--- config.mk ---
export PLATFORM = sky130hd
export DESIGN_NAME = memory_arbiter
export DESIGN_NICKNAME = d
export VERILOG_FILES = /design/src/rtl/memory_arbiter.sv
export SDC_FILE = /design/constraint.sdc
export NUM_CORES = 1
export LEC_CHECK = 0
export CAP_MARGIN = 20
export CORE_ASPECT_RATIO = 0.9
export CORE_UTILIZATION = 39
export DETAILED_ROUTE_END_ITERATION = 8
export PLACE_DENSITY = 0.85
export RECOVER_POWER = 100
export REMOVE_ABC_BUFFERS = 1
export SYNTH_ARGS = -nofsm -noshare
export SYNTH_HDL_FRONTEND = slang
export SYNTH_SLANG_ARGS = --single-unit
--- constraint.sdc ---
create_clock -name clk -period 4.84 [get_ports clk]
set_clock_uncertainty 0.15 [all_clocks]
set_input_delay 0.968 -clock clk [delete_from_list [all_inputs] [get_ports clk]]
set_output_delay 0.968 -clock clk [all_outputs]
set_load 0.1 [all_outputs]
--- src/rtl/memory_arbiter.sv ---
// memory_arbiter: shares one single-port word memory between a read-only
// instruction-fetch port and a read/write data port. Round-robin grant,
// latched request payload, one-cycle ack pulse, and a saturating watchdog
// that ends accesses the memory never answers.
module memory_arbiter #(
  parameter int ADDR_WIDTH     = 32,
  parameter int DATA_WIDTH     = 32,
  parameter int TIMEOUT_CYCLES = 16
) (
  input  logic                  clk,
  input  logic                  rst,
  // fetch port
  input  logic                  i_req,
  input  logic [ADDR_WIDTH-1:0] i_addr,
  output logic [DATA_WIDTH-1:0] i_rdata,
  output logic                  i_ack,
  output logic                  i_err,
  // data port
  input  logic                  d_req,
  input  logic                  d_we,
  input  logic [ADDR_WIDTH-1:0] d_addr,
  input  logic [DATA_WIDTH-1:0] d_wdata,
  output logic [DATA_WIDTH-1:0] d_rdata,
  output logic                  d_ack,
  output logic                  d_err,
  // memory side
  output logic                  mem_read,
  output logic                  mem_write,
  output logic [ADDR_WIDTH-1:0] mem_addr,
  output logic [DATA_WIDTH-1:0] mem_wdata,
  input  logic [DATA_WIDTH-1:0] mem_rdata,
  input  logic                  mem_response
);

  localparam int WD_W = $clog2(TIMEOUT_CYCLES) + 1;
  localparam logic [WD_W-1:0] WD_LAST = WD_W'(TIMEOUT_CYCLES - 1);
  localparam logic [WD_W-1:0] WD_ONE  = WD_W'(1);

  typedef enum logic [1:0] {
    IDLE,
    ACCESS,
    RESP
  } state_e;

  typedef enum logic {
    PORT_I,
    PORT_D
  } port_e;

  state_e                state_q, state_d;
  port_e                 owner_q, owner_d;
  port_e                 last_grant_q, last_grant_d;
  logic                  we_q, we_d;
  logic [ADDR_WIDTH-1:0] addr_q, addr_d;
  logic [DATA_WIDTH-1:0] wdata_q, wdata_d;
  logic [WD_W-1:0]       wdog_q, wdog_d;
  logic [DATA_WIDTH-1:0] i_rdata_q, i_rdata_d;
  logic [DATA_WIDTH-1:0] d_rdata_q, d_rdata_d;
  logic                  i_err_q, i_err_d;
  logic                  d_err_q, d_err_d;
  logic                  grant_d;

  // Strobes and acks decode straight from registered state so an
  // asynchronous reset removes them without waiting for a clock edge.
  assign mem_read  = (state_q == ACCESS) && !we_q;
  assign mem_write = (state_q == ACCESS) && we_q;
  assign mem_addr  = addr_q;
  assign mem_wdata = wdata_q;
  assign i_ack     = (state_q == RESP) && (owner_q == PORT_I);
  assign d_ack     = (state_q == RESP) && (owner_q == PORT_D);
  assign i_rdata   = i_rdata_q;
  assign d_rdata   = d_rdata_q;
  assign i_err     = i_err_q;
  assign d_err     = d_err_q;

  // Next-state: arbitration in IDLE, response/watchdog in ACCESS, ack in RESP.
  always_comb begin
    state_d      = state_q;
    owner_d      = owner_q;
    last_grant_d = last_grant_q;
    we_d         = we_q;
    addr_d       = addr_q;
    wdata_d      = wdata_q;
    wdog_d       = wdog_q;
    i_rdata_d    = i_rdata_q;
    d_rdata_d    = d_rdata_q;
    i_err_d      = i_err_q;
    d_err_d      = d_err_q;
    grant_d      = 1'b0;

    case (state_q)
      IDLE: begin
        if (i_req || d_req) begin
          // Data wins only when fetch is absent or fetch had the last grant.
          grant_d      = d_req && (!i_req || (last_grant_q == PORT_I));
          owner_d      = grant_d ? PORT_D : PORT_I;
          last_grant_d = grant_d ? PORT_D : PORT_I;
          we_d         = grant_d ? d_we : 1'b0;
          addr_d       = grant_d ? d_addr : i_addr;
          wdata_d      = grant_d ? d_wdata : '0;
          wdog_d       = '0;
          state_d      = ACCESS;
        end
      end

      ACCESS: begin
        if (mem_response) begin
          state_d = RESP;
          if (owner_q == PORT_D) begin
            d_rdata_d = we_q ? '0 : mem_rdata;
            d_err_d   = 1'b0;
          end else begin
            i_rdata_d = mem_rdata;
            i_err_d   = 1'b0;
          end
        end else if (wdog_q == WD_LAST) begin
          state_d = RESP;
          if (owner_q == PORT_D) begin
            d_rdata_d = '0;
            d_err_d   = 1'b1;
          end else begin
            i_rdata_d = '0;
            i_err_d   = 1'b1;
          end
        end else if (wdog_q != '1) begin
          wdog_d = wdog_q + WD_ONE;
        end
      end

      RESP: begin
        state_d = IDLE;
      end

      default: begin
        state_d = IDLE;
      end
    endcase
  end

  // State and datapath registers; reset leaves last_grant at DATA.
  always_ff @(posedge clk or posedge rst) begin
    if (rst) begin
      state_q      <= IDLE;
      owner_q      <= PORT_I;
      last_grant_q <= PORT_D;
      we_q         <= 1'b0;
      addr_q       <= '0;
      wdata_q      <= '0;
      wdog_q       <= '0;
      i_rdata_q    <= '0;
      d_rdata_q    <= '0;
      i_err_q      <= 1'b0;
      d_err_q      <= 1'b0;
    end else begin
      state_q      <= state_d;
      owner_q      <= owner_d;
      last_grant_q <= last_grant_d;
      we_q         <= we_d;
      addr_q       <= addr_d;
      wdata_q      <= wdata_d;
      wdog_q       <= wdog_d;
      i_rdata_q    <= i_rdata_d;
      d_rdata_q    <= d_rdata_d;
      i_err_q      <= i_err_d;
      d_err_q      <= d_err_d;
    end
  end

endmodule

== Word level (Yosys, flattened, before mapping) ==
Cells that the tools add are included.

* Add/sub/neg operators: 1
* Equality and inequality tests: 9
* Muxes and demuxes: 30
* Bitwise operators: 2
* Reduce and logical (&&, ||, !) cells: 17

{| class="wikitable"
|+ Operators by type and width
! operator !! number
|-
| $mux W32 || 11
|-
| $mux W5 || 4
|-
| $mux W1 || 10
|-
| $pmux W5 S2 || 1
|-
| $mux W2 || 3
|-
| $ne A2 B2 Y1 const B || 3
|-
| $reduce_and A3 Y1 || 2
|-
| $add A5 B1 Y5 const B || 1
|-
| $eq A5 B4 Y1 const B || 1
|-
| $logic_and A1 B1 Y1 || 5
|-
| $ne A5 B5 Y1 const B || 1
|-
| $reduce_and A5 Y1 || 1
|-
| $pmux W2 S2 || 1
|-
| $reduce_and A2 Y1 || 2
|-
| $reduce_bool A2 Y1 || 2
|-
| $ne A3 B2 Y1 const B || 1
|-
| $eq A2 B1 Y1 const B || 1
|-
| $eq A2 B2 Y1 const B || 1
|-
| $logic_not A1 Y1 || 2
|-
| $logic_not A2 Y1 || 1
|-
| $logic_or A1 B1 Y1 || 2
|-
| $ne A2 B1 Y1 const B || 1
|-
| $not A1 Y1 || 2
|}

* Register bits after elaboration: 140
* Bits of input ports: 134

== Depth between registers and ports, before layout ==
* Depth in word-level cells: 5
* Depth in mapped cells: 7

== Worst setup path after synthesis ==
Ideal clock, no wire load.

* Path kind: reg-to-output
* Start point: register state_q[0]
* End point: output i_ack
* Data arrival time: 2.616 ns
* Data required time: 3.722 ns
* Path slack: 1.106 ns
* Cell stages (with the launch flop): 2
* Cells stage by stage: dfrtp_1 > nor3b_1

* Word-level cells in the longest chain between the ends: 2

{| class="wikitable"
|+ Ends and longest elaborated chain
! element !! RTL line !! RTL
|-
| from (decl) || 50 || <nowiki>state_e state_q, state_d;</nowiki>
|-
| from (signal assigned) || 155 || <nowiki>state_q <= state_d;</nowiki>
|-
| $eq A2 B2 Y1 || 69 || <nowiki>assign i_ack = (state_q == RESP) && (owner_q == PORT_I);</nowiki>
|-
| $logic_and A1 B1 Y1 || 69 ||
|-
| to (decl) || 16 || <nowiki>output logic i_ack,</nowiki>
|}

No other way between the ends.

== Worst setup path after layout ==
* Start point: register we_q
* End point: output mem_write

* Word-level cells in the longest chain between the ends: 1

{| class="wikitable"
|+ Ends and longest elaborated chain
! element !! RTL line !! RTL
|-
| from (decl) || 53 || <nowiki>logic we_q, we_d;</nowiki>
|-
| from (signal assigned) || 158 || <nowiki>we_q <= we_d;</nowiki>
|-
| $logic_and A1 B1 Y1 || 66 || <nowiki>assign mem_write = (state_q == ACCESS) && we_q;</nowiki>
|-
| to (decl) || 28 || <nowiki>output logic mem_write,</nowiki>
|}

No other way between the ends.

==> insert_results.sql <==
INSERT INTO impl_metrics (metric_group, metric, value, unit) VALUES
('status', 'run_status', 'complete, but fails checks', ''),
('status', 'failed_checks', 'capacitance limit, slew limit', ''),
('critical_path', 'setup.worst_path.end_class', 'primary output', ''),
('critical_path', 'cp.arrival', '2.69', 'ns'),
('clocking', 'clock_tree.root_cell', 'sky130_fd_sc_hd__clkbuf_16', ''),
('clocking', 'clock_tree.htree_level_count', '4', ''),
('logic_synthesis', 'synth.yosys.warnings', '0', ''),
('floorplanning', 'initial_core_util', '40.2', '%'),
('floorplanning', 'dieArea', '16600', 'um^2'),
('sta', 'achievable-frequency', '0.263', 'GHz'),
('floorplanning', 'io_pins', '268', ''),
('clocking', 'cts_buffers', '17', ''),
('clocking', 'clk_transition_reported_paths', '0.05', 'ns'),
('logic_synthesis', 'synth_area', '6260', 'um^2'),
('sta', 'number_of_failing_setup_endpoints_in_the_final_timing_report', '0', ''),
('sta', 'fin_tns_setup', '0', 'ns'),
('min_path', 'timing.hold.worst.class', 'reg -> reg', ''),
('detailed_routing', 'detail_route.first_pass.iterations', '4', ''),
('clocking', 'postCtsHoldBufs', '0', ''),
('clocking', 'clock_insertion_delay_worst_skew', '0.40', 'ns'),
('global_routing', 'grt.overflow.total', '0', ''),
('critical_path', 'path_class', 'reg -> out', ''),
('detailed_routing', 'num_vias', '4631', ''),
('finish', 'final_area', '9540', 'um^2'),
('sta', 'final-hold-violation-count', '0', ''),
('critical_path', 'stage_delay_of_the_slowest_cell_on_the_critical_path', '1.20', 'ns'),
('clocking', 'ctsLongestPathBuffers', '2', ''),
('detailed_routing', 'post-route-drc-count', '0', ''),
('finish', 'most_used_cells_in_the_layout_excluding_fill_and_tap_cells', 'sky130_fd_sc_hd__dfrtp_1 (139), sky130_fd_sc_hd__dlygate4sd3_1 (137), sky130_fd_sc_hd__clkdlybuf4s50_1 (130)', ''),
('finish', 'final_net_count', '876', ''),
('critical_path', 'cp_cell_sequence', 'and2_1 -> dlygate4sd3_1', ''),
('global_routing', 'first_global_vias', '4844', ''),
('place', 'buffer_ports.inserted', '267', ''),
('clocking', 'tritoncts', 'built', ''),
('detailed_routing', 'route.detailed.wl_per_inst', '17.1', 'um'),
('place', 'finalWeightedCongestion', '0.837', ''),
('logic_synthesis', 'synth.ff_latch_count', '140', ''),
('sta', 'final_min_period_over_clock_period', '78.6', '%'),
('critical_path', 'timing.critical_path.required', '3.72', 'ns'),
('sta', 'maxSlewHeadroom', '-83.8', '%'),
('floorplanning', 'die_y', '122', 'um'),
('sta', 'grt_setup_unrepaired', 'no', ''),
('logic_synthesis', 'yosysSeqAreaShare', '56.0', '%'),
('critical_path', 'critPathMaxFanout', '23', ''),
('logic_synthesis', 'syn_inst', '472', ''),
('global_routing', 'grt_start_max_net_pins', '123', ''),
('critical_path', 'timing.critical_path.from_type', 'flop', ''),
('finish', 'final_common_cell', 'sky130_fd_sc_hd__dfrtp_1', ''),
('finish', 'antenna_cells', '0', ''),
('clocking', 'cts_setup_buffers', '0', ''),
('sta', 'final.min_clock_period', '3.81', 'ns'),
('floorplanning', 'fp-row-count', '43', ''),
('clocking', 'clock-sinks', '140', ''),
('place', 'dp.final_hpwl', '11.8', 'mm'),
('run', 'maxCapViolations', '4', ''),
('clocking', 'cts-resized-gates', '0', ''),
('floorplanning', 'core_area', '15500', 'um^2'),
('detailed_routing', 'detail_route.vias_per_cell', '4.87', ''),
('global_routing', 'wire_length_of_the_first_global_routing_pass', '25.3', 'mm'),
('critical_path', 'critical-path-slowest-cell', 'sky130_fd_sc_hd__dlygate4sd3_1', ''),
('detailed_routing', 'detail_route.iter0.violations', '207', ''),
('global_routing', 'antenna_found_initial', '0', ''),
('detailed_routing', 'antenna_violating_nets_post_route', '0', ''),
('detailed_routing', 'postRouteWirelength', '16.3', 'mm'),
('finish', 'layout-drive-gt1-share', '13.9', '%'),
('sta', 'maxSlewViolCount', '190', ''),
('logic_synthesis', 'postSynthAreaPerCell', '13.3', 'um^2'),
('sta', 'tightestPinTransition', '2.74', 'ns'),
('finish', 'layout.filler_cells', '1206', ''),
('floorplanning', 'width_of_the_die', '136', 'um'),
('place', 'placement.cell_area', '9090', 'um^2'),
('logic_synthesis', 'ys_types', '35', ''),
('finish', 'area_growth', '52.4', '%'),
('global_routing', 'grtUsageTotal', '20.1', '%');
worst max-delay path, delay by kind of cell, from the launching register on:
kind	cells	cell delay, ns
flip-flops	1	0.83
AND/OR/NAND/NOR	1	0.24
buffers and inverters	1	1.20
worst paths after layout:
check	from	endpoint	slack [ns]	cells past startpoint
worst max register to register	wdog_q[0]$_DFFE_PP0P_	i_rdata[17]$_DFFE_PP0P_	1.30	7
worst min-delay path	mem_addr[15]$_DFFE_PP0P_	mem_addr[15]$_DFFE_PP0P_	0.33	1
worst min register to register	mem_addr[15]$_DFFE_PP0P_	mem_addr[15]$_DFFE_PP0P_	0.33	1
worst max-delay path	we_q$_DFFE_PP0P_	mem_write	1.03	2
min in group asynchronous	rst	mem_addr[30]$_DFFE_PP0P_	1.63	2
max in group asynchronous	rst	d_rdata[18]$_DFFE_PP0P_	1.50	3
cell families after synthesis:
| logic type | Yosys count | share of synthesized area (%) |
|---|---|---|
| AND/OR/NAND/NOR | 88 | 7.32 |
| flip-flops | 140 | 56.0 |
| buffers and inverters | 65 | 5.14 |
| multiplexers | 132 | 25.0 |
| AO/OA/AOI/OAI | 44 | 5.96 |
| adder cells (fa/ha/maj) | 3 | 0.600 |
state kept, by name (all words and copies together), names as in the netlist, 2 cells and up:
register	cells
d_rdata	32
i_rdata	32
wdog_q	5
mem_addr	32
state_q	2
mem_wdata	32
Yosys cell counts:
library cell / instances / area [um^2]
sky130_fd_sc_hd__buf_2: 14 / 70.1
sky130_fd_sc_hd__inv_1: 37 / 139
sky130_fd_sc_hd__ha_1: 3 / 37.5
sky130_fd_sc_hd__a21o_1: 2 / 15.0
sky130_fd_sc_hd__or2_0: 1 / 6.26
sky130_fd_sc_hd__a32o_1: 2 / 20.0
sky130_fd_sc_hd__a21boi_2: 1 / 11.3
sky130_fd_sc_hd__nand2_1: 34 / 128
sky130_fd_sc_hd__and3_1: 1 / 6.26
sky130_fd_sc_hd__a22o_1: 33 / 289
sky130_fd_sc_hd__clkbuf_1: 3 / 11.3
sky130_fd_sc_hd__buf_4: 6 / 45.0
sky130_fd_sc_hd__o21ai_0: 4 / 20.0
sky130_fd_sc_hd__or2_1: 1 / 6.26
sky130_fd_sc_hd__and2_1: 14 / 87.6
sky130_fd_sc_hd__nor3b_2: 1 / 12.5
sky130_fd_sc_hd__or3_1: 1 / 6.26
sky130_fd_sc_hd__mux2i_1: 35 / 350
sky130_fd_sc_hd__or2_4: 1 / 8.76
sky130_fd_sc_hd__buf_6: 5 / 56.3
sky130_fd_sc_hd__nand2b_1: 3 / 18.8
sky130_fd_sc_hd__nor3_2: 1 / 10.0
sky130_fd_sc_hd__mux2_2: 65 / 732
sky130_fd_sc_hd__nor2b_1: 14 / 87.6
sky130_fd_sc_hd__and3b_1: 1 / 8.76
sky130_fd_sc_hd__dfstp_2: 1 / 26.3
sky130_fd_sc_hd__dfrtp_1: 139 / 3480
sky130_fd_sc_hd__and2b_1: 1 / 7.51
sky130_fd_sc_hd__nand3b_1: 1 / 7.51
sky130_fd_sc_hd__nor4_1: 1 / 6.26
sky130_fd_sc_hd__nor3b_1: 1 / 7.51
sky130_fd_sc_hd__nor2_1: 10 / 37.5
sky130_fd_sc_hd__mux2_4: 32 / 480
sky130_fd_sc_hd__nand3_1: 1 / 5.00
sky130_fd_sc_hd__o221ai_1: 2 / 17.5
area by class of cell:
class | count | area, um^2 | share of cell area, %
clock buffer | 22 | 484 | 5.08
clock inverter | 7 | 90.1 | 0.945
inverter | 37 | 140 | 1.47
multi-input combinational | 267 | 2320 | 24.4
sequential | 140 | 3500 | 36.7
tap | 202 | 253 | 2.65
timing repair buffer | 276 | 2740 | 28.7
through the flow:
stage	hold WS (ns)	setup slack (ns)	std cells	util, %
floorplan	0.317	-0.0292	444	-
global placement	0.335	1.50	921	58.4
detailed placement	0.341	1.41	921	58.4
CTS	0.357	1.06	950	62.1
global route	0.352	0.856	951	61.3
finish	0.329	1.03	951	61.3
layer usage:
metal  routed length [um]  track usage (%)  up-vias
met5                    0                0        -
met3                  894             5.83       19
met4                  242             6.18        0
met1                 6490             23.2     2312
met2                 8660             35.7      155
li1                     -                -     2145
Power is not shown: default switching activity piles up to over one toggle a cycle in this logic, so the estimate is an artifact.
